`src/rtl/bus_arb_pkg.sv`:
```
// Shared constants and helpers for the bus-source arbiter and the bus mux.
package bus_arb_pkg;

    localparam int   BUS_N_SRC = 32;
    localparam int   BUS_SEL_W = 5;

    localparam logic ARB_FIXED = 1'b0;
    localparam logic ARB_RR    = 1'b1;

    function automatic int clog2(input int n);
        int r;
        r = 0;
        while ((1 << r) < n) r++;
        return r;
    endfunction

endpackage

```
`src/rtl/bus_prio_find.sv`:
```
// Circular lowest-set-bit search: first set bit of req at or above start, wrapping.
module bus_prio_find
    import bus_arb_pkg::*;
#(
    parameter int N_SRC = BUS_N_SRC,
    parameter int SEL_W = BUS_SEL_W
) (
    input  logic [N_SRC-1:0] req,
    input  logic [SEL_W-1:0] start,
    output logic             found,
    output logic [SEL_W-1:0] idx
);

    localparam int IW = SEL_W + 1;

    logic [N_SRC-1:0] rot;
    logic [SEL_W-1:0] off;
    logic [IW-1:0]    sum;

    always_comb begin
        // Rotate so that bit 'start' lands at position 0, then take the lowest set bit.
        rot   = N_SRC'({req, req} >> start);
        found = |rot;
        off   = '0;
        for (int i = N_SRC - 1; i >= 0; i--) begin
            if (rot[i]) off = SEL_W'(i);
        end
        // Un-rotate: (start + off) mod N_SRC, with both operands below N_SRC.
        sum = {1'b0, start} + {1'b0, off};
        if (sum >= IW'(N_SRC)) sum = sum - IW'(N_SRC);
        idx = sum[SEL_W-1:0];
    end

endmodule

```
`src/rtl/bus_source_arbiter.sv`:
```
// Registered bus-source arbiter: fixed-priority or round-robin grant of N_SRC
// drive requests, with multi-hot flag and saturating conflict counter.
module bus_source_arbiter
    import bus_arb_pkg::*;
#(
    parameter int N_SRC = BUS_N_SRC,
    parameter int SEL_W = BUS_SEL_W,
    parameter int CNT_W = 8
) (
    input  logic             clk,
    input  logic             clr,
    input  logic             en,
    input  logic             mode_rr,
    input  logic [N_SRC-1:0] req,
    input  logic             cnt_clr,
    output logic [SEL_W-1:0] sel,
    output logic             sel_valid,
    output logic [N_SRC-1:0] grant,
    output logic             multi_hot,
    output logic [CNT_W-1:0] conflict_cnt
);

    if (N_SRC < 2 || N_SRC > 64 || SEL_W < clog2(N_SRC)) begin : g_param_chk
        $error("bus_source_arbiter: N_SRC must be 2..64 and SEL_W >= clog2(N_SRC)");
    end

    logic [SEL_W-1:0] ptr;
    logic [SEL_W-1:0] start;
    logic [SEL_W-1:0] win;
    logic [SEL_W-1:0] ptr_nxt;
    logic             found;
    logic             multi;

    assign start   = (mode_rr == ARB_RR) ? ptr : '0;
    // Clearing the lowest set bit leaves something behind only if two or more were set.
    assign multi   = |(req & (req - N_SRC'(1)));
    assign ptr_nxt = (win == SEL_W'(N_SRC - 1)) ? '0 : win + 1'b1;

    bus_prio_find #(
        .N_SRC (N_SRC),
        .SEL_W (SEL_W)
    ) u_find (
        .req   (req),
        .start (start),
        .found (found),
        .idx   (win)
    );

    always_ff @(posedge clk) begin
        if (clr) begin
            sel          <= '0;
            sel_valid    <= 1'b0;
            grant        <= '0;
            multi_hot    <= 1'b0;
            conflict_cnt <= '0;
            ptr          <= '0;
        end else if (en) begin
            multi_hot <= multi;
            if (cnt_clr)
                conflict_cnt <= '0;
            else if (multi && conflict_cnt != '1)
                conflict_cnt <= conflict_cnt + 1'b1;

            sel_valid <= found;
            grant     <= found ? (N_SRC'(1) << win) : '0;
            // An idle sample keeps the last select so the mux never sees X.
            if (found) begin
                sel <= win;
                if (mode_rr == ARB_RR) ptr <= ptr_nxt;
            end
        end
    end

endmodule

```
`config.mk`:
```
export PLATFORM = sky130hd
export DESIGN_NAME = bus_source_arbiter
export DESIGN_NICKNAME = d
export VERILOG_FILES = /design/src/rtl/bus_arb_pkg.sv /design/src/rtl/bus_prio_find.sv /design/src/rtl/bus_source_arbiter.sv
export SDC_FILE = /design/constraint.sdc
export NUM_CORES = 1
export LEC_CHECK = 0
export ABC_CLOCK_PERIOD_IN_PS = 4700
export BUFFER_PORTS_ARGS = -buffer_cell sky130_fd_sc_hd__buf_2
export CAP_MARGIN = 25
export CORE_AREA = 2 2 158 160
export DETAILED_ROUTE_END_ITERATION = 8
export DIE_AREA = 0 0 160 162
export SLEW_MARGIN = 20
export SYNTH_ARGS = -nofsm -noshare
export SYNTH_HDL_FRONTEND = slang
export SYNTH_SLANG_ARGS = --single-unit
```
`constraint.sdc`:
```
create_clock -name clk -period 4.7 [get_ports clk]
set_input_delay 0.705 -clock clk [delete_from_list [all_inputs] [get_ports clk]]
set_output_delay 0.705 -clock clk [all_outputs]
set_load 0.01 [all_outputs]
```
[After elaboration in Yosys (flattened, before gate mapping)]
Index checks and enable logic that the tools add are counted.
Word-level totals
  register bits: 52
  bits of input ports: 37
  output and inout bits: 47
  word-level logic and storage cells: 62
Operators by class
  add/subtract/negate cells: 5
  $lt $le $gt $ge: 1
  eq/ne operators: 2
  shift operators: 2
  muxes and demuxes: 38
  bitwise gates (word level): 1
  reduce and logical (&&, ||, !) cells: 7
Operators by type and width (number)
  $mux 5: 35
  $reduce_or 32->1: 2
  $shr 64x5->32: 1
  $and 32x32->32: 1
  $mux 32: 1
  $shl 1x5->32 const A: 1
  $sub 32x1->32 const B: 1
  $mux 8: 2
  $add 8x1->8 const B: 1
  $ne 8x8->1 const B: 1
  $add 5x5->6: 1
  $ge 6x6->1 const B: 1
  $add 5x1->5 const B: 1
  $eq 5x5->1 const B: 1
  $sub 5x1->5 const B: 1
  $reduce_and 2->1: 2
  $reduce_and 3->1: 1
  $reduce_bool 2->1: 1
  $logic_and 1x1->1: 1

[Longest topological paths before layout]
  depth in word-level cells: 39
  gate-level depth with buffers: 26
  gate-level depth less buffers: 21

[By module]
Synthesis repeated with hierarchy kept, for this count alone.
Unflattened totals
  cells, all modules: 704
  area total of the unflattened synthesis: 6655.1 µm²
Modules (own cells, without submodules)
  bus_prio_find: instances 1, cells each 398, area each 4016.4 µm², sequential area each 0.0 µm²
  bus_source_arbiter: instances 1, cells each 306, area each 2638.8 µm², sequential area each 1041.0 µm²

[Least setup slack after synthesis]
Ideal clock, no wire load.
  path type: input to register
  from: input mode_rr
  to: register grant[0]
  library setup time: 0.117 ns
  arrival: 4.556 ns
  required time: 4.583 ns
  setup slack: 0.026 ns
  cell stages on the path: 24
  path buffers: 4
  cell sequence: buf_4 > and3b_1 > buf_2 > buf_4 > a22o_1 > o41ai_1 > a21oi_1 > a21oi_1 > o21ai_0 > a21o_1 > a211oi_1 > o21ai_0 > a32o_1 > ha_1 > inv_1 > fa_1 > inv_1 > a21o_1 > a21oi_1 > xnor2_1 > and3_4 > nor2_4 > buf_6 > a32o_1
On the way
  word-level cells in the longest chain between the ends: 39
  elaborated cells between the ends (all ways): 41
  classes of those cells: 2 x add/sub; 1 x order compare; 2 x shift; 35 x mux; 1 x reduce/logical
Ends and longest elaborated chain
  start, declared: line bus_source_arbiter.sv:13  | input logic mode_rr,
  $mux 5 *: line bus_source_arbiter.sv:34  | assign start = (mode_rr == ARB_RR) ? ptr : '0;
  $shr 64x5->32: line bus_prio_find.sv:22  | rot = N_SRC'({req, req} >> start);
  $mux 5 (32 in a row): line bus_prio_find.sv:26  | if (rot[i]) off = SEL_W'(i);
  $add 5x5->6: line bus_prio_find.sv:29  | sum = {1'b0, start} + {1'b0, off};
  $sub 5x1->5 or $ge 6x6->1 (tied branches): line bus_prio_find.sv:30  | if (sum >= IW'(N_SRC)) sum = sum - IW'(N_SRC);
  $mux 5: line bus_prio_find.sv:30
  $shl 1x5->32: line bus_source_arbiter.sv:65  | grant <= found ? (N_SRC'(1) << win) : '0;
  $mux 32 *: line bus_source_arbiter.sv:65
  end signal, assigned: line bus_source_arbiter.sv:65
  end, declared: line bus_source_arbiter.sv:18  | output logic [N_SRC-1:0] grant,
Every way passes the cells marked *; elsewhere a longest branch is shown, timed or not.
A chain may end at the register's enable or synchronous reset.

[Final worst setup path]
  from: register ptr[0]
  to: register grant[4]
On the way
  word-level cells in the longest chain between the ends: 39
  elaborated cells between the ends (all ways): 41
  classes of those cells: 2 x add/sub; 1 x order compare; 2 x shift; 35 x mux; 1 x reduce/logical
Ends and longest elaborated chain
  start, declared: line bus_source_arbiter.sv:27  | logic [SEL_W-1:0] ptr;
  start signal, assigned: line bus_source_arbiter.sv:69  | if (mode_rr == ARB_RR) ptr <= ptr_nxt;
  $mux 5 *: line bus_source_arbiter.sv:34
  $shr 64x5->32: line bus_prio_find.sv:22
  $mux 5 (32 in a row): line bus_prio_find.sv:26
  $add 5x5->6: line bus_prio_find.sv:29
  $sub 5x1->5 or $ge 6x6->1 (tied branches): line bus_prio_find.sv:30
  $mux 5: line bus_prio_find.sv:30
  $shl 1x5->32: line bus_source_arbiter.sv:65
  $mux 32 *: line bus_source_arbiter.sv:65
Marked as above.

==> flow_summary.json <==
{
  "gp_congestion": 0.964,
  "synth-simple-area-share_pct": 25.0,
  "crit_slowest_cell": "mux4_2",
  "cts_made_buffers": 5,
  "min_period_ps": 4580,
  "yosysWarnings": 0,
  "diodes": 0,
  "tightest_slew_ps": 793,
  "wl_per_cell_um": 18.3,
  "whs_ps": 463,
  "synthFlopType": "dfxtp_1",
  "cp_max_fo": 15,
  "relSlewSlack_pct": 46.7,
  "routed_wl_mm": 24.4,
  "final_cell_mix": "buf_4 (225), buf_2 (82), nor2_1 (61)",
  "hp-class": "reg2reg",
  "multi_input_area_mm2": 0.00484,
  "portBuffers": 83,
  "critical_path_class": "reg2reg",
  "yosys.area.top_type_share_pct": 17.4,
  "start_util_pct": 24.8,
  "drt-initial-drc-count": 634,
  "netlist_instances": 738,
  "nFillCells": 2527,
  "grt_max_degree": 32,
  "cts.reportedPaths.clkPinSlew_ps": 70,
  "max_freq_mhz": 218,
  "first_pass_iters": 5,
  "maxCapViolations": 0,
  "core_mm2": 0.0241,
  "period_share_pct": 97.4,
  "crit_arrival_ps": 4770,
  "yosys.area_share.xor_xnor_pct": 1.03,
  "syn_nets": 787,
  "final_common_cell": "buf_4",
  "worstPathCellList": "buf_12 -> buf_4 -> mux2_2 -> o221ai_1 -> a221oi_2 -> buf_4 -> mux4_2 -> a21oi_2 -> nor3_1 -> o21ai_0 -> a32o_1 -> ha_1 -> inv_1 -> fa_1 -> inv_1 -> a21o_1 -> a21oi_2 -> xnor2_2 -> and3_4 -> nor2_4 -> buf_12 -> a32o_1",
  "place_hpwl_mm": 18.9,
  "io_pins": 84,
  "syn_avg_cell_area_um2": 8.09,
  "place_ws_ps": -540,
  "synth-edff-count": 0,
  "synthArstFlopShare_pct": 0,
  "synthTopCellsByArea": "dfxtp_1 (17%), mux2i_1 (5.7%), mux4_2 (5.3%), a32o_1 (4.2%), nor2_1 (4.0%)",
  "synth_seq_cells": 52,
  "hold_depth": 1,
  "synth_top_family_by_area": "compound AO/OA/AOI/OAI gates",
  "grt_use_total_pct": 17.4,
  "fin_ws_ps": 121,
  "reg2reg_depth": 22,
  "muxShareOfSynthArea_pct": 13.9,
  "clockBufferDepth": 2,
  "slowest_delay_ps": 540,
  "vias": 7271,
  "endpoint_kind": "flip-flop",
  "finalInstanceArea_mm2": 0.00887,
  "grt_pass1_wl_mm": 36.6,
  "antenna_found_initial": 0,
  "chipHeight_um": 162,
  "die_w_um": 160,
  "dieArea_mm2": 0.0259,
  "vdd_drop_max_mv": 0.173,
  "power_uw": 2660,
  "maxSlewViolCount": 0,
  "netlist_area_mm2": 0.00597,
  "cellLeakagePower_uw": 0.00372,
  "insertion_delay_ps": 300,
  "htreeDepth": 2,
  "hold_viol": 0,
  "place_area_mm2": 0.00818,
  "post-synth-top-area-cell": "dfxtp_1",
  "powerDensity_mw_per_mm2": 300,
  "tns_ps": 0,
  "placementRows": 57,
  "syn_to_final_growth_pct": 48.6,
  "cts_tree": "built",
  "post_drt_via_cell_ratio": 5.45,
  "critPathLaunchType": "flip-flop",
  "postCtsHoldBufs": 0,
  "gr-total-overflow": 0,
  "clock_skew_ps": 6.21,
  "seqCellArea_mm2": 0.00105,
  "ys_types": 91,
  "grt_pass1_vias": 6782,
  "postRouteAntennaNets": 0,
  "synth_compound_area_share_pct": 31.7,
  "cts_root_buf": "clkbuf_16",
  "final_layout_size_suffix_gt1_share_pct": 44.1,
  "run_status": "finished clean",
  "layout.nets": 1057,
  "post-route-drc-count": 0,
  "cp.required_ps": 4890,
  "cts_num_sinks": 52,
  "synthAdderAreaFrac_pct": 3.48,
  "ys_seq_area_share_pct": 17.4,
  "setup_viol": 0
}
-- logic make-up (layout without fill, tap and decap cells) --
kind of cell               count (synthesis)  after routing
muxes                                     63             63
AOI/OAI and AO/OA                        256            256
buffers and inverters                     79            350
and+or+nand+nor                          264            264
xor gates and xnor gates                   7              7
adders and majority gates                 17             17
DFF                                       52             52
-- worst max-delay path, delay by kind of cell (launching register included) --
kind	cells	cell delay, ps
AND/OR/NAND/NOR	3	370
multiplexers	2	900
flip-flops	1	380
XOR/XNOR	1	270
buffers and inverters	6	710
adder cells (fa/ha/maj)	2	550
AO/OA/AOI/OAI	8	1280
-- timing repair --
item | CTS | global route
endpoints found under the setup margin | 37 | 38
buffers inserted | 1 | 12
gates cloned | 0 | 1
endpoints found under the hold margin | 0 | 0
pin swaps | 0 | 24
gates resized for setup | 9 | 89
-- power breakdown --
group          switching [uW]  leakage (uW)  internal, uW
logic                     920       0.00322           869
registers                27.6      0.000423           466
clock network             177     0.0000767           205
total                    1120       0.00372          1540
-- routing by layer --
metal	GRT usage (%)	share of wire [%]	wire [um]	vias up
met4	5.57	2.4	587	0
met3	2.25	6.6	1610	35
met2	28.8	46	11300	310
met5	0	0	0	-
li1	-	-	-	3435
met1	23.5	45	11000	3491
-- cell usage after synthesis, drive strengths merged, types with 5 or more instances --
cell type and instances:
nand2b 9, a2111oi 6, clkbuf 21, a22o 10
mux2 15, o2bb2ai 10, nor3 21, a22oi 15
a31oi 7, ha 11, a21boi 6, nor2 66
o211ai 7, a21o 8, buf 39, and3 5
or3 9, o22ai 20, a211oi 18, and2 5
nand3 26, maj3 5, o21ai 40, a21oi 42
mux2i 34, nand4 7, and3b 14, nor4 12
nand3b 17, or2 9, mux4 14, nand2 46
inv 18, o2111ai 5, a32o 25, dfxtp 52
-- final timing paths --
path                    startpoint  slack, ps                    end
max            ptr[0]$_SDFFE_PP0P_        120  grant[4]$_SDFFE_PP0P_
min          grant[0]$_SDFFE_PP0P_        460  grant[0]$_SDFFE_PP0P_
max reg2reg    ptr[0]$_SDFFE_PP0P_        120  grant[4]$_SDFFE_PP0P_
min reg2reg  grant[0]$_SDFFE_PP0P_        460  grant[0]$_SDFFE_PP0P_
-- stage by stage --
stage	std cells	util, %
2_1_floorplan	738	-
3_3_place_gp	1313	33.9
3_5_place_dp	1313	33.9
4_1_cts	1322	34.7
5_1_grt	1333	36.8
6_report	1333	36.8
-- state kept, by name, indices dropped and copies added (netlist names) --
name,count
grant,32
conflict_cnt,8
ptr,5
sel,5
multi_hot,1
sel_valid,1
-- cell type report --
type | instances | area share (%)
clock buffers | 5 | 1.41
clock inverters | 3 | 0.324
inverters | 19 | 0.804
multi-input cells | 607 | 54.5
flip-flops and latches | 52 | 11.9
well taps | 324 | 4.57
repair buffers | 323 | 26.5
Note: power is estimated with default switching activity, not from simulation.
